**config.mk**
```make
export PLATFORM = sky130hd
export DESIGN_NAME = parity_byte_loader
export DESIGN_NICKNAME = d
export VERILOG_FILES = /design/src/rtl/parity_pkg.sv /design/src/rtl/parity_sipo_shift.sv /design/src/rtl/parity_byte_loader.sv
export SDC_FILE = /design/constraint.sdc
export NUM_CORES = 1
export LEC_CHECK = 0
export CORE_MARGIN = 2
export CORE_UTILIZATION = 50
export DETAILED_ROUTE_END_ITERATION = 16
export HOLD_SLACK_MARGIN = 0.08
export MAX_ROUTING_LAYER = met4
export PLACE_DENSITY_LB_ADDON = 0.1
export SYNTH_ARGS = -nofsm -noshare
export SYNTH_HDL_FRONTEND = slang
export SYNTH_SLANG_ARGS = --single-unit
```
**constraint.sdc**
```tcl
create_clock -name clk -period 2.15 [get_ports clk]
set_clock_uncertainty 0.05 [all_clocks]
set_input_delay 0.43 -clock clk [delete_from_list [all_inputs] [get_ports clk]]
set_output_delay 0.43 -clock clk [all_outputs]
set_load 0.1 [all_outputs]
```
**src/rtl/parity_pkg.sv**
```systemverilog
// Shared constants for the parity checker feeder: FSM state encoding,
// default byte width and bit-counter width.
package parity_pkg;

  localparam int DEF_DATA_W = 8;
  localparam int BIT_CNT_W  = 4;

  typedef logic [2:0] state_t;

  localparam state_t IDLE    = 3'd0;
  localparam state_t SHIFT   = 3'd1;
  localparam state_t LAUNCH  = 3'd2;
  localparam state_t WAIT_HI = 3'd3;
  localparam state_t WAIT_LO = 3'd4;
  localparam state_t CAPTURE = 3'd5;

endpackage

```
**src/rtl/parity_sipo_shift.sv**
```systemverilog
// LSB-first serial-in/parallel-out register: each accepted bit enters at the
// MSB and the word shifts right, so after DATA_W shifts the first bit is bit 0.
module parity_sipo_shift
  import parity_pkg::*;
#(
  parameter int DATA_W = DEF_DATA_W
) (
  input  logic              clk,
  input  logic              rst_n,
  input  logic              shift_en_i,
  input  logic              clear_i,
  input  logic              bit_i,
  output logic [DATA_W-1:0] data_nxt_o,
  output logic              full_o,
  output logic              last_o
);

  logic [DATA_W-1:0]    data_q;
  logic [BIT_CNT_W-1:0] cnt_q;

  // data_nxt_o is the word as it will look after this shift, so the owner can
  // capture a complete byte on the same edge as the final bit.
  assign data_nxt_o = {bit_i, data_q[DATA_W-1:1]};
  assign full_o     = (cnt_q == BIT_CNT_W'(DATA_W));
  assign last_o     = shift_en_i && (cnt_q == BIT_CNT_W'(DATA_W - 1));

  // NOTE: clocked state uses non-blocking (<=) so every register samples the
  // pre-edge values, independent of statement order.
  always_ff @(posedge clk or negedge rst_n) begin
    if (!rst_n) begin
      data_q <= '0;
      cnt_q  <= '0;
    end else if (clear_i) begin
      data_q <= '0;
      cnt_q  <= '0;
    end else if (shift_en_i && !full_o) begin
      data_q <= data_nxt_o;
      cnt_q  <= cnt_q + 1'b1;
    end
  end

endmodule

```
**src/rtl/parity_byte_loader.sv**
```systemverilog
// Feeder for the 8-bit parity checker: assembles a serial byte, pulses start,
// follows the busy handshake and registers the checker's verdict.
// Optional busy-handshake watchdog enabled by defining PARITY_TIMEOUT_EN.
module parity_byte_loader
  import parity_pkg::*;
#(
  parameter int DATA_W      = DEF_DATA_W,
  parameter int TIMEOUT_CYC = 64,
  parameter int TIMEOUT_W   = 7
) (
  input  logic              clk,
  input  logic              rst_n,
  input  logic              ser_bit,
  input  logic              ser_valid,
  output logic              ser_ready,
  output logic [DATA_W-1:0] data_out,
  output logic              start,
  input  logic              busy,
  input  logic              even_parity,
  input  logic              odd_parity,
  output logic              result_valid,
  output logic              result_odd,
  output logic [DATA_W-1:0] result_byte,
  output logic              overrun,
  output logic              timeout,
  input  logic              clr_sticky
);

  state_t            state_q, state_d;
  logic              accept;
  logic              sh_full, sh_last, sh_clear;
  logic [DATA_W-1:0] sh_data_nxt;
  logic              tmo_hit, tmo_fire;

  logic              start_q, result_valid_q, result_odd_q, overrun_q;
  logic [DATA_W-1:0] data_out_q, result_byte_q;

  assign ser_ready = ((state_q == IDLE) || (state_q == SHIFT)) && !sh_full;
  assign accept    = ser_valid && ser_ready;
  // The bit counter returns to zero whenever the FSM falls back into IDLE.
  assign sh_clear  = (state_d == IDLE) && (state_q != IDLE);

  parity_sipo_shift #(.DATA_W(DATA_W)) u_sipo (
    .clk        (clk),
    .rst_n      (rst_n),
    .shift_en_i (accept),
    .clear_i    (sh_clear),
    .bit_i      (ser_bit),
    .data_nxt_o (sh_data_nxt),
    .full_o     (sh_full),
    .last_o     (sh_last)
  );

  // NOTE: every variable written here gets a default first, so no path
  // leaves it unassigned and no latch is inferred.
  always_comb begin
    state_d  = state_q;
    tmo_fire = 1'b0;
    case (state_q)
      IDLE:    if (accept) state_d = SHIFT;
      SHIFT:   if (sh_last) state_d = LAUNCH;
      LAUNCH:  state_d = WAIT_HI;
      WAIT_HI: begin
        if (busy) begin
          state_d = WAIT_LO;
        end else if (tmo_hit) begin
          state_d  = IDLE;
          tmo_fire = 1'b1;
        end
      end
      WAIT_LO: begin
        if (!busy) begin
          state_d = CAPTURE;
        end else if (tmo_hit) begin
          state_d  = IDLE;
          tmo_fire = 1'b1;
        end
      end
      CAPTURE: state_d = IDLE;
      default: state_d = IDLE;
    endcase
  end

`ifdef PARITY_TIMEOUT_EN
  logic [TIMEOUT_W-1:0] tmo_cnt_q;
  logic                 timeout_q;

  // Restarts on every state change, so WAIT_HI and WAIT_LO each get a full budget.
  always_ff @(posedge clk or negedge rst_n) begin
    if (!rst_n) begin
      tmo_cnt_q <= '0;
      timeout_q <= 1'b0;
    end else begin
      if (state_d != state_q) begin
        tmo_cnt_q <= '0;
      end else if (((state_q == WAIT_HI) || (state_q == WAIT_LO)) && (tmo_cnt_q != '1)) begin
        tmo_cnt_q <= tmo_cnt_q + 1'b1;
      end
      timeout_q <= tmo_fire || (timeout_q && !clr_sticky);
    end
  end

  assign tmo_hit = (tmo_cnt_q == TIMEOUT_W'(TIMEOUT_CYC));
  assign timeout = timeout_q;
`else
  logic unused_tmo;
  assign tmo_hit    = 1'b0;
  assign timeout    = 1'b0;
  assign unused_tmo = (TIMEOUT_CYC > 0) && (TIMEOUT_W > 0) && tmo_fire;
`endif

  always_ff @(posedge clk or negedge rst_n) begin
    if (!rst_n) begin
      state_q        <= IDLE;
      start_q        <= 1'b0;
      result_valid_q <= 1'b0;
      result_odd_q   <= 1'b0;
      overrun_q      <= 1'b0;
      data_out_q     <= '0;
      result_byte_q  <= '0;
    end else begin
      state_q        <= state_d;
      start_q        <= (state_d == LAUNCH);
      result_valid_q <= (state_q == CAPTURE);
      if (state_q == SHIFT && sh_last) begin
        data_out_q <= sh_data_nxt;
      end
      if (state_q == CAPTURE) begin
        result_odd_q  <= odd_parity;
        result_byte_q <= data_out_q;
      end
      // A refused bit in the same cycle as a clear keeps the flag set.
      overrun_q <= (ser_valid && !ser_ready) || (overrun_q && !clr_sticky);
    end
  end

  // A checker fault (even_parity == odd_parity) is not flagged here;
  // result_odd follows odd_parity unconditionally.
  logic unused_even;
  assign unused_even = even_parity;

  assign start        = start_q;
  assign data_out     = data_out_q;
  assign result_valid = result_valid_q;
  assign result_odd   = result_odd_q;
  assign result_byte  = result_byte_q;
  assign overrun      = overrun_q;

endmodule
```
Yosys cells after proc, flatten, opt, wreduce, memory -nomap -nowiden:

Cells that the tools add are included.

* bits in latches: 0
* register bits: 35
* ROM bits: 0
* bits of input ports: 8
* bits in writable memories: 0
* memories kept: 0

* multiplexer cells: 9
* bitwise operators: 0
* div/mod/pow operators: 0
* reduce and logical (&&, ||, !) cells: 17
* eq/ne operators: 8
* $lt $le $gt $ge: 0
* add/subtract/negate cells: 1
* multipliers: 0
* shifts and indexed selects: 0

Operators with widths (count)
* two-way mux 8 bit: 2
* one-hot mux 3 bit (5 select lines): 1
* two-way mux 3 bit: 4
* == test 3 x 2 -> 1 bit, second input constant: 3
* logical AND 1 bit: 8
* two-way mux 4 bit: 2
* == test 3 bit, second input constant: 2
* logical NOT 3 bit: 2
* adder 4 x 1 -> 4 bit, second input constant: 1
* == test 4 x 3 -> 1 bit, second input constant: 1
* == test 4 bit, second input constant: 1
* == test 3 x 1 -> 1 bit, second input constant: 1
* logical NOT 1 bit: 3
* nonzero test 3 bit: 1
* logical OR 1 bit: 2
* nonzero test 2 bit: 1

Depth between registers and ports, before layout:

Gate-level depths: netlist of the first run.

* word-level depth: 10
* gate-level depth with buffers: 6

By module:

A second synthesis of the first run with hierarchy kept.

* cells, all modules: 116
* area total of the unflattened synthesis: 1591.5 um^2

By module, submodules not included
* parity_byte_loader: times used 1, cells an instance 65, area each 1026.0 um^2, sequential area each 575.6 um^2
* parity_sipo_shift: times used 1, cells an instance 51, area each 565.5 um^2, sequential area each 275.3 um^2

Worst setup path before layout of the first run:

No wires, ideal clock.

* path type: register -> register
* start: register u_sipo.cnt_q[0]
* end: register overrun_q, in the netlist overrun
* arrival time: 3249 ps
* data required time: 1840 ps
* stages on the path, launching flop included: 6
* clock period less this slack: 3560 ps
* slack: -1410 ps
* cell sequence: dfrtp_1 -> inv_1 -> ha_1 -> nand3b_1 -> nor3b_1 -> o22ai_1

* word-level cells in the longest chain between the ends: 6

Ends and longest elaborated chain
* start: declaration: RTL line parity_sipo_shift.sv:19 `logic [BIT_CNT_W-1:0] cnt_q;`
* start signal: assignment: RTL line parity_sipo_shift.sv:38 `cnt_q <= cnt_q + 1'b1;`
* == test 4 bit: RTL line parity_sipo_shift.sv:24 `assign full_o = (cnt_q == BIT_CNT_W'(DATA_W));`
* logical NOT 1 bit: RTL line parity_byte_loader.sv:38 `assign ser_ready = ((state_q == IDLE) || (state_q == SHIFT)) && !sh_full;`
* logical AND 1 bit: RTL line parity_byte_loader.sv:38
* via ser_ready: RTL line parity_byte_loader.sv:15 `output logic ser_ready,`
* logical NOT 1 bit: RTL line parity_byte_loader.sv:133 `overrun_q <= (ser_valid && !ser_ready) || (overrun_q && !clr_sticky);`
* logical AND 1 bit: RTL line parity_byte_loader.sv:133
* logical OR 1 bit: RTL line parity_byte_loader.sv:133
* end signal: assignment: RTL line parity_byte_loader.sv:133
* end: declaration: RTL line parity_byte_loader.sv:35 `logic start_q, result_valid_q, result_odd_q, overrun_q;`

The timed path passes the listed nets, and every way through them passes these cells.
A chain may end at the register's enable or synchronous reset.

Worst setup path in the final report of the first run:

* start: register u_sipo.cnt_q[1]
* end: output ser_ready

* word-level cells in the longest chain between the ends: 3

Ends and longest elaborated chain (RTL line)
* == test 4 bit: parity_sipo_shift.sv:24
* logical NOT 1 bit: parity_byte_loader.sv:38
* logical AND 1 bit: parity_byte_loader.sv:38
* end: declaration: parity_byte_loader.sv:15

Every way passes these cells.

==> metrics.yaml, run 1 <==
status:
  status: "finished, final reports clean"
clock_network:
  cts.path.max_buffers: 2
  cts_buffers: 5
  cts_tree: "yes"
  cts_sinks: 34
  ctsHoldBuffers: 0
  cts_resized: 0
  clkTransAtPathRegs_ns: 0.11
  clk_latency_ns: 0.34
  cts_root_buffer: "clkbuf_4"
  htreeDepth: 2
critical_path:
  end_kind: "output port"
  r2r-end: "data_out[4]"
  cp_max_fo: 4
  cp_cell_sequence: "inv_1, ha_1, nand3b_1, nor3b_4, buf_12"
  critPathBufInv: 2
  arrival_ns: 1.56
  rr_worst_depth: 3
  worstSetupStartpointType: "register"
  max_stage_delay_ns: 0.40
  worstSetupStartpoint: "u_sipo.cnt_q[1]"
  reg2reg_slack_ns: 0.36
  critPathSlowestCell: "dfrtp_1"
  cp_top_family: "flip-flops"
  path_class: "register to output port"
  r2r_start: "state_q[1]"
  critPathRequiredTime_ns: 1.67
final_layout:
  drive_gt1_share_pct: 36.18
  area_growth_pct: 20.83
  n_antenna_cell: 0
  nets: 161
  nFillCells: 226
detailed_routing:
  vias_per_cell: 5.607
  drt_iter0_markers: 18
  wl_mm: 2.793
  firstDrtPassIters: 4
  remaining_drc_errors: 0
  drtAntennaViolNets: 0
  via_count: 1026
  wl_per_cell_um: 15.26
min_path:
  hold_path_class: "input pin to asynchronous set/reset pin"
global_routing:
  grt_max_degree: 35
  grt_pass1_wl_mm: 4.636
  grt_pass1_vias: 969
  grt_overflow: 0
  antenna_found_initial: 0
  grt_usage_pct: 18.79
synthesis:
  synthMostInstantiatedCell: "dfrtp_1"
  yosysWarnings: 0
  ys_ff_latch: 34
  syn_inst: 121
  yosysUniqueCellTypes: 34
  yosys-top-cells-area: "dfrtp_1 56%, mux2_4 7.9%, mux2_2 6.7%"
  yosys.area.top_type_share_pct: 56.20
  syn_area_um2: 1514
  syn-num-nets: 131
  synth.avg_cell_area_um2: 12.51
  synth_edf_count: 0
  synth_seq_area_share_pct: 56.20
  yosys-top-cells-count: "34 x dfrtp_1, 11 x nand3_1, 9 x mux2_2, 9 x nand2_1, 8 x mux2_4"
  yosys.area.top_type: "dfrtp_1"
  ys.flop_type: "dfrtp_1"
  ys_async_sr_fraction_pct: 100.0
sta:
  rsz0062_at_grt: "false"
  slew_headroom_pct: 50.13
  period_minus_slack_ns: 2.040
  hold_viol: 0
  drv_slew: 0
  worstMarginPinSlew_ns: 0.7431
  setup_viol: 0
  fmax_mhz: 490.3
  setup_tns_ns: 0
  fin_crit_sh_pct: 94.87
place:
  hpwl_mm: 1.872
  place.gp.congestion: 0.8125
  numPortBuffers: 27
run:
  drv_cap: 0
floorplan:
  core_area_um2: 2805
  io_pins: 30
  row_count: 19
  start_util_pct: 53.97
  die_h_um: 59.03
  dieArea_um2: 3484
  die_x_um: 59.03
==> registers in the layout, summed over array words and instances, names as in the netlist <==
name and flops:
data_out 8, state_q 3, start 1, result_odd 1, u_sipo.data_q 7, result_valid 1
overrun 1, result_byte 8, u_sipo.cnt_q 4
==> layout by cell type, fill, tap and decap left out, types with 2 or more instances in the layout <==
cell              n
ha_1              2
dfrtp_1          34
o21ai_1           6
buf_4            25
mux2_4            8
o21ai_0           5
mux2_2            9
inv_1             6
nand3b_1          2
nand2_1           9
clkdlybuf4s50_1   6
nand3_1          11
clkbuf_4          5
==> stage by stage <==
stage               cell area [um^2]  setup slack, ns  utilization [%]  cells  hold WS, ns
floorplan                       1525          0.05147                -    121      0.08441
global placement                1758           0.1212            62.67    174       0.4357
detailed placement              1758          0.08610            62.67    174       0.4449
CTS                             1822          0.04802            64.94    182       0.4431
global route                    1829         0.008303            65.21    183       0.4590
finish                          1829           0.1103            65.21    183       0.4305
==> routing by layer <==
layer  vias up  GRT usage, %  wire (um)
met5         -             -          0
met4         0         6.818         42
met3         5         6.550        131
met2        27         26.51       1290
met1       513         25.18       1328
li1        481             -          -
==> cell type report <==
type,instances,area [um^2],area share (%)
flip-flops and latches,34,850.8,46.51
multi-input cells,72,585.6,32.01
clock buffers,6,51.30,2.804
well taps,31,38.79,2.120
repair buffers,32,267.8,14.64
clock inverters,2,12.51,0.6840
inverters,6,22.52,1.231
==> worst max path at each step <==
stage	end	cells past startpoint
floorplan	ser_ready	4
global placement	data_out[5]	4
detailed placement	data_out[6]	4
CTS	ser_ready	5
global route	ser_ready	5
finish	ser_ready	5
==> cells by family after synthesis <==
kind of cell               count (synthesis)  synth area share (%)
adders and majority gates                  2                 1.653
other                                      1                0.2477
and+or+nand+nor                           31                 12.48
DFF                                       34                 56.20
muxes                                     18                 15.29
AOI/OAI and AO/OA                         20                 8.265
buffers and inverters                     15                 5.868
==> repair_timing <==
item,4_1_cts,5_1_grt
endpoints found under the hold margin,0,0
endpoints found under the setup margin,0,1
setup buffers,0,1
Power of run 1 is not shown: default switching activity piles up to over one toggle a cycle in this logic, so the estimate is an artifact.
==> run 2, diff against run 1 <==
--- a/config.mk
+++ b/config.mk
@@ -8,6 +8,7 @@
 export CORE_MARGIN = 2
 export CORE_UTILIZATION = 50
 export DETAILED_ROUTE_END_ITERATION = 16
+export GPL_TIMING_DRIVEN = 1
 export HOLD_SLACK_MARGIN = 0.08
 export MAX_ROUTING_LAYER = met4
 export PLACE_DENSITY_LB_ADDON = 0.1
==> results of run 2 <==
Same layout as run 1: the final DEF is identical, and so are final timing and power.
Power of run 2 is left out for the same reason.
